File: src/rtl/seg_scan_ctrl.sv
// Four-digit common-anode 7-segment scan controller with dead-time blanking between digits.
// Optional leading-zero blanking is built when SEG_SCAN_LZ_BLANK_EN is defined.
module seg_scan_ctrl #(
  parameter logic [15:0] CLK_DIV = 16'd200,
  parameter logic [15:0] GAP_CYC = 16'd2
) (
  input  logic       clk_i,
  input  logic       rst_ni,
  input  logic       en_i,
  input  logic [3:0] nib_i,
  input  logic [3:0] dp_in_i,
  output logic [1:0] adr_o,
  output logic [3:0] an_o,
  output logic [6:0] seg_o,
  output logic       dp_o,
  output logic       frame_o
);

  typedef enum logic [1:0] {
    S_OFF,
    S_GAP,
    S_ON
  } state_e;

  state_e      state_q, state_d;
  logic [15:0] divCnt_q, divCnt_d;
  logic [1:0]  adr_q, adr_d;
  logic [3:0]  an_q, an_d;
  logic [6:0]  seg_q, seg_d;
  logic        dp_q, dp_d;
  logic        frame_q, frame_d;
`ifdef SEG_SCAN_LZ_BLANK_EN
  logic        lz_q, lz_d;
`endif

  logic [3:0]  anSel;
  logic [6:0]  segDec;

  function automatic logic [6:0] decodeNib(input logic [3:0] n);
    logic [6:0] s;
    case (n)
      4'h0:    s = 7'h40;
      4'h1:    s = 7'h79;
      4'h2:    s = 7'h24;
      4'h3:    s = 7'h30;
      4'h4:    s = 7'h19;
      4'h5:    s = 7'h12;
      4'h6:    s = 7'h02;
      4'h7:    s = 7'h78;
      4'h8:    s = 7'h00;
      4'h9:    s = 7'h10;
      4'hA:    s = 7'h08;
      4'hB:    s = 7'h03;
      4'hC:    s = 7'h46;
      4'hD:    s = 7'h21;
      4'hE:    s = 7'h06;
      default: s = 7'h0E;
    endcase
    return s;
  endfunction

  assign anSel  = ~(4'b0001 << adr_q);
  assign segDec = decodeNib(nib_i);

  // nib is only sampled at the end of the gap, so the external mux has had at least one cycle to settle.
  always_comb begin
    state_d  = state_q;
    divCnt_d = divCnt_q;
    adr_d    = adr_q;
    an_d     = an_q;
    seg_d    = seg_q;
    dp_d     = dp_q;
    frame_d  = 1'b0;
`ifdef SEG_SCAN_LZ_BLANK_EN
    lz_d     = lz_q;
`endif

    if (!en_i) begin
      state_d  = S_OFF;
      divCnt_d = 16'd0;
      adr_d    = 2'd3;
      an_d     = 4'hF;
      seg_d    = 7'h7F;
      dp_d     = 1'b1;
`ifdef SEG_SCAN_LZ_BLANK_EN
      lz_d     = 1'b1;
`endif
    end else begin
      case (state_q)
        S_OFF: begin
          state_d  = S_GAP;
          divCnt_d = 16'd0;
`ifdef SEG_SCAN_LZ_BLANK_EN
          lz_d     = 1'b1;
`endif
        end

        S_GAP: begin
          divCnt_d = divCnt_q + 16'd1;
          if (divCnt_q == GAP_CYC - 16'd1) begin
            state_d = S_ON;
            seg_d   = segDec;
            dp_d    = ~dp_in_i[adr_q];
            an_d    = anSel;
`ifdef SEG_SCAN_LZ_BLANK_EN
            // A blanked leading zero keeps its anode off unless its decimal point must still be shown.
            if (lz_q && (nib_i == 4'h0) && (adr_q != 2'd0)) begin
              seg_d = 7'h7F;
              if (!dp_in_i[adr_q]) an_d = 4'hF;
            end else begin
              lz_d = 1'b0;
            end
`endif
          end
        end

        S_ON: begin
          divCnt_d = divCnt_q + 16'd1;
          if (divCnt_q == CLK_DIV - 16'd1) begin
            state_d  = S_GAP;
            divCnt_d = 16'd0;
            an_d     = 4'hF;
            adr_d    = adr_q - 2'd1;
            if (adr_q == 2'd0) begin
              frame_d = 1'b1;
`ifdef SEG_SCAN_LZ_BLANK_EN
              lz_d    = 1'b1;
`endif
            end
          end
        end

        default: begin
          state_d  = S_OFF;
          divCnt_d = 16'd0;
          adr_d    = 2'd3;
          an_d     = 4'hF;
          seg_d    = 7'h7F;
          dp_d     = 1'b1;
        end
      endcase
    end
  end

  always_ff @(posedge clk_i or negedge rst_ni) begin
    if (!rst_ni) begin
      state_q  <= S_OFF;
      divCnt_q <= 16'd0;
      adr_q    <= 2'd3;
      an_q     <= 4'hF;
      seg_q    <= 7'h7F;
      dp_q     <= 1'b1;
      frame_q  <= 1'b0;
`ifdef SEG_SCAN_LZ_BLANK_EN
      lz_q     <= 1'b1;
`endif
    end else begin
      state_q  <= state_d;
      divCnt_q <= divCnt_d;
      adr_q    <= adr_d;
      an_q     <= an_d;
      seg_q    <= seg_d;
      dp_q     <= dp_d;
      frame_q  <= frame_d;
`ifdef SEG_SCAN_LZ_BLANK_EN
      lz_q     <= lz_d;
`endif
    end
  end

  assign adr_o   = adr_q;
  assign an_o    = an_q;
  assign seg_o   = seg_q;
  assign dp_o    = dp_q;
  assign frame_o = frame_q;

endmodule

File: config.mk
export PLATFORM = sky130hd
export DESIGN_NAME = seg_scan_ctrl
export DESIGN_NICKNAME = d
export VERILOG_FILES = /design/src/rtl/seg_scan_ctrl.sv
export SDC_FILE = /design/constraint.sdc
export NUM_CORES = 1
export LEC_CHECK = 0
export CORE_AREA = 8 8 73 75
export DETAILED_ROUTE_END_ITERATION = 8
export DIE_AREA = 0 0 81 83
export PLACE_DENSITY = 0.81
export SLEW_MARGIN = 20
export SYNTH_ARGS = -nofsm -noshare
export SYNTH_HDL_FRONTEND = slang
export SYNTH_SLANG_ARGS = --single-unit
File: constraint.sdc
create_clock -name clk_i -period 2 [get_ports clk_i]
set_input_delay 0.3 -clock clk_i [delete_from_list [all_inputs] [get_ports clk_i]]
set_output_delay 0.3 -clock clk_i [all_outputs]
set_load 0.1 [all_outputs]
## Word level (Yosys, flattened, before mapping)

Memories as Yosys holds them, arrays and structs flattened.
Index checks and enable logic that the tools add are counted.
W data, S select, Z words.

| cells by class | value |
|---|---|
| $lt $le $gt $ge | 1 |
| equality and inequality tests | 9 |
| reduce and logical (&&, ||, !) cells | 8 |
| muxes and demuxes | 26 |
| shifts and indexed selects | 1 |
| bitwise logic cells | 2 |
| add/sub/neg operators | 2 |

Operators by type and width:

| cell | number |
|---|---|
| $mux W16 | 2 |
| $pmux W16 S2 | 1 |
| $add A16 B1 Y16 const B | 1 |
| $eq A16 B1 Y1 const B | 1 |
| $eq A16 B8 Y1 const B | 1 |
| $mux W7 | 2 |
| $pmux W7 S2 | 1 |
| $mux W4 | 3 |
| $pmux W4 S3 | 1 |
| $mux W2 | 5 |
| $mux W1 | 7 |
| $ne A2 B2 Y1 const B | 3 |
| $ne A3 B3 Y1 const B | 2 |
| $pmux W2 S3 | 1 |
| $reduce_and A2 Y1 | 3 |
| $logic_not A2 Y1 | 2 |
| $not A4 Y4 | 1 |
| $pmux W2 S2 | 1 |
| $reduce_or A2 Y1 | 2 |
| $shl A1 B2 Y4 const A | 1 |
| $lt A2 B3 Y1 const B | 1 |
| $reduce_and A3 Y1 | 1 |
| $bmux W1 S2 | 1 |
| $eq A2 B1 Y1 const B | 1 |
| 4 further kinds | 4 |

| storage, ports and cells | value |
|---|---|
| ROM bits | 112 |
| output and inout port bits | 15 |
| memories kept | 1 |
| input port bits | 11 |
| register bits | 33 |

Memories:

| memory | depth | bits a word | rd ports | clocked after Yosys merged registers in | wr ports | line | RTL |
|---|---|---|---|---|---|---|---|
| (name not given) | 16 | 7 | 1 | 0 | 0 | 41 | `case (n)` |

## Logic depth before layout (Yosys ltp)

| logic depth | value |
|---|---|
| depth after elaboration | 6 |
| gate-level depth with buffers | 8 |

## Worst setup path after synthesis

Ideal clock, no wire load.

| timing path | value |
|---|---|
| kind | register to register |
| from | register adr_q[0], in the netlist adr_o[0] |
| to | register dp_q, in the netlist dp_o |
| clock period less this slack | 1,690 ps |
| cell stages (with the launch flop) | 3 |
| data arrival time | 1,613 ps |
| setup time | 77 ps |
| slack | 310 ps |
| path through | dfstp_2 -> mux4_2 -> a31oi_1 |

| on the way | value |
|---|---|
| word-level cells in the longest chain between the ends | 6 |

RTL lines:

| what | line | RTL |
|---|---|---|
| from (decl) | 27 | `logic [1:0] adr_q, adr_d;` |
| from (signal assigned) | 160 | `adr_q <= adr_d;` |
| $bmux W1 S2 | 103 | `dp_d = ~dp_in_i[adr_q];` |
| $mux W1 (implied by the code) | 103 |  |
| $not A1 Y1 | 103 |  |
| $mux W1 | 100 | `if (divCnt_q == GAP_CYC - 16'd1) begin` |
| $pmux W1 S2 | 89 | `case (state_q)` |
| $mux W1 | 78 | `if (!en_i) begin` |
| to (signal assigned) | 163 | `dp_q <= dp_d;` |
| to (decl) | 30 | `logic dp_q, dp_d;` |

No other way between the ends. The select of a mux whose other input is x is not followed.
A chain may end at the register's enable or synchronous reset.

## Worst setup path after layout

| timing path | value |
|---|---|
| from | register divCnt_q[0] |
| to | register an_q[3], in the netlist an_o[3] |

| on the way | value |
|---|---|
| word-level cells in the longest chain between the ends | 3 |

RTL lines:

| what | line | RTL |
|---|---|---|
| from (decl) | 26 | `logic [15:0] divCnt_q, divCnt_d;` |
| from (signal assigned) | 159 | `divCnt_q <= divCnt_d;` |
| $eq A16 B8 Y1 or $eq A16 B1 Y1 (tied branches) | 119, 100 |  |
| $ne A3 B3 Y1 (no line) | -- |  |
| $reduce_and A3 Y1 (no line) * | -- |  |
| to (signal assigned) | 161 | `an_q <= an_d;` |
| to (decl) | 28 | `logic [3:0] an_q, an_d;` |

Every way passes the cells marked *; elsewhere a longest branch is shown, timed or not.

==> results by group <==
Layout
  – Multi-input gate area: ~0.0011 mm2
  – Register Area: 843 um2
  – Area grow syn2layout: 20.9%
  – Fillers: around 350
  – Final net count: ~260
  – ANT cells: 0
  – Final core occ: 0.579
  – Share of layout cells above drive strength 1: 0.257

Synth
  – Async SR Flop Fraction: 1.00
  – Seq/Total Area, Yosys: 0.418
  – Largest cells by area after synthesis: dfrtp_1 (24%), dfstp_2 (18%), ha_1 (9.9%)
  – Synth Register Bits: 33
  – Top post-synthesis cells by count: nor2_1 (32), dfrtp_1 (19), ha_1 (16)
  – Syn Std Cell Area: just over 0.002 mm2
  – Post-synth EDFFs: 0
  – Count leader, synth: nor2_1
  – Most common flop cell mapped by yosys: dfrtp_1
  – Area leader, netlist: dfrtp_1
  – Post-synthesis cell type count: about 40
  – Syn nets: between 200 and 250
  – Post-synth top area share: 0.236
  – Mapped Avg Cell Area: just over 10 um2
  – Ys Warns: 0
  – Post-Synthesis Cells: 195

Clock network
  – Post_cts resized: 0
  – CTS tree: built
  – Clk pin slew, worst setup/hold paths: around 0.070 ns
  – Num Clock Sinks: 33
  – CTS max path bufs: 2
  – CTS Buf Count: 5
  – Clock latency on the worst-skew pair: ~0.28 ns
  – Htree depth: 2
  – CTS Hold Bufs: 0
  – Root buf cell: clkbuf_8

Timing
  – Final Critical Period: 1.86 ns
  – Setup tns final: 0 ns
  – Worst slew pin tran: 0.403 ns
  – Max Freq: ~540 MHz
  – Crit share post-route: 0.928
  – Final hold violation count: 0
  – Slew headroom: 0.732
  – Final WS setup: around 0.14 ns
  – Unrepaired setup endpoints after global routing: no
  – Max-slew violation count: 0
  – Worst Clk Skew: 0.00888 ns
  – Final setup viols: 0

Critical path
  – Critical path class: register to register
  – Slowest stage delay, CP: 0.43 ns
  – Critical Path RT: 2.21 ns
  – Worst EP arrival: just over 2 ns
  – Nature of the critical path endpoint: register
  – CP max-delay cell: dfrtp_1
  – Cell Chain, Critical Path: ha_1 -> and4_1 -> a41oi_2 -> nor2_2 -> and3_4 -> a31oi_1
  – Worst-path fanout max: 6
  – CP startpoint kind: register

Power and ir drop
  – Power per cell area: 1020 mW/mm2
  – Leak: about 1.0 nW
  – Worst vdd ir: 359 uV

GRT
  – First-pass GRT wire length: between 6 and 7 mm
  – All-Layer GR Usage: 0.123
  – Largest net degree at the start of global routing: 34
  – Initial antenna violation count: 0
  – Vias in the first global route: 1528
  – Total grt overflow: 0

Routing
  – Final wirelength: 3.89 mm
  – Number of DRC markers in iteration 0: 76
  – Final ANT Viol Nets: 0
  – Drt drc: 0
  – Post-DR wirelength/cell: approximately 14 um
  – Via count: 1520
  – Via-per-instance ratio: between 5 and 6
  – Initial DRT Pass Iterations: 4

Placed design
  – Port-buffer cells: 25
  – RD Place Congestion: 0.776
  – Detailed placement HPWL: a little under 3 mm
  – DP Worst Slack: around 0.045 ns

Die
  – Initial Util: 0.479
  – Die X-Extent: slightly above 80 um
  – Core Area: approximately 0.0042 mm2
  – Die Ht: ~83 um
  – Rows: 24
  – Top-Level Pins: 26
  – Die area: 0.00672 mm2

Run
  – Maxcap violations: 0

Run status
  – Run status: complete, no violations

Min path
  – Worst hold path type: input pin to async pin
flip-flops by register name, summed over array words and instances (netlist names):
name	count
state_q	2
frame_o	1
divCnt_q	16
seg_o	7
an_o	4
adr_o	2
dp_o	1
cell usage in the layout, fill, tap and decap left out, types with 2 or more instances in the layout:
cell,netlist,routed
ha_1,16,16
buf_4,0,19
nor2_1,32,32
xnor2_1,4,4
and3_1,4,4
and4_2,2,2
buf_12,0,4
clkbuf_8,0,5
xor2_1,10,10
nor2b_1,2,2
or2b_1,4,4
clkdlybuf4s50_1,0,10
nand4_1,3,3
a21oi_2,2,2
mux4_2,2,2
clkbuf_1,2,2
dfrtp_1,19,19
nand2_1,11,11
nor3_1,2,2
a21oi_1,4,4
a221oi_1,2,2
a31oi_1,10,10
o22ai_1,5,5
dfstp_2,14,14
nor4_4,2,2
inv_1,10,10
o21ai_0,5,5
and4_1,3,3
nand3_1,7,7
power breakdown:
| part | leakage, nW | total (mW) | internal, mW | switching [mW] |
|---|---|---|---|---|
| sequential | 0.411 | 0.856 | 0.790 | 0.0662 |
| clock | 0.0422 | 0.472 | 0.244 | 0.229 |
| combinational | 0.586 | 1.16 | 0.354 | 0.808 |
repair_timing:
action,CTS,global route
endpoints found under the setup margin,0,3
setup buffers,0,1
hold endpoints to repair,0,0
per-stage QoR:
step           cell area [um2]  hold slack (ns)  power, mW  std cells
6_report                  2440            0.409       2.49        282
5_1_grt                   2440            0.442       2.63        282
4_1_cts                   2420            0.415       2.49        281
3_5_place_dp              2330            0.496       2.00        273
3_3_place_gp              2330            0.491       1.97        273
2_1_floorplan             2020          0.00441       1.76        195
worst max-delay path, delay by kind of cell (launching register included):
family	cells	cell delay (ns)
compound gates	2	0.55
fa+ha+maj	1	0.27
flops	1	0.43
simple gates	3	0.53
final timing paths:
kind	start	to	slack, ns	cells after the start
worst min register to register	seg_o[0]$_DFFE_PN1P_	seg_o[0]$_DFFE_PN1P_	0.50	2
worst min-delay path	rst_ni	divCnt_q[11]$_DFF_PN0_	0.41	2
max in group asynchronous	rst_ni	seg_o[1]$_DFFE_PN1P_	1.26	2
worst max register to register	divCnt_q[0]$_DFF_PN0_	an_o[3]$_DFFE_PN1P_	0.14	6
min in group clk_i	seg_o[0]$_DFFE_PN1P_	seg_o[0]$_DFFE_PN1P_	0.50	2
worst max-delay path	divCnt_q[0]$_DFF_PN0_	an_o[3]$_DFFE_PN1P_	0.14	6
layout make-up:
type / count / area share
Inverter: 10 / 0.0154
Multi-Input combinational cell: 146 / 0.446
Sequential cell: 33 / 0.346
Timing Repair Buffer: 33 / 0.133
Clock inverter: 1 / 0.00205
Tap cell: 52 / 0.0267
Clock buffer: 7 / 0.0313
per-layer routing:
layer	vias to the layer above	GRT usage	routed length, um
met4	0	0.0618	78
met3	9	0.0431	267
li1	757	-	-
met2	33	0.201	1970
met5	-	0	0
met1	721	0.136	1570
logic make-up after synthesis:
family,share of synthesized area
DFF,0.418
xor gates and xnor gates,0.0608
AOI/OAI and AO/OA,0.128
adders and majority gates,0.0993
and+or+nand+nor,0.223
muxes,0.0273
buffers and inverters,0.0428
Power figures use the tool's default switching activity.
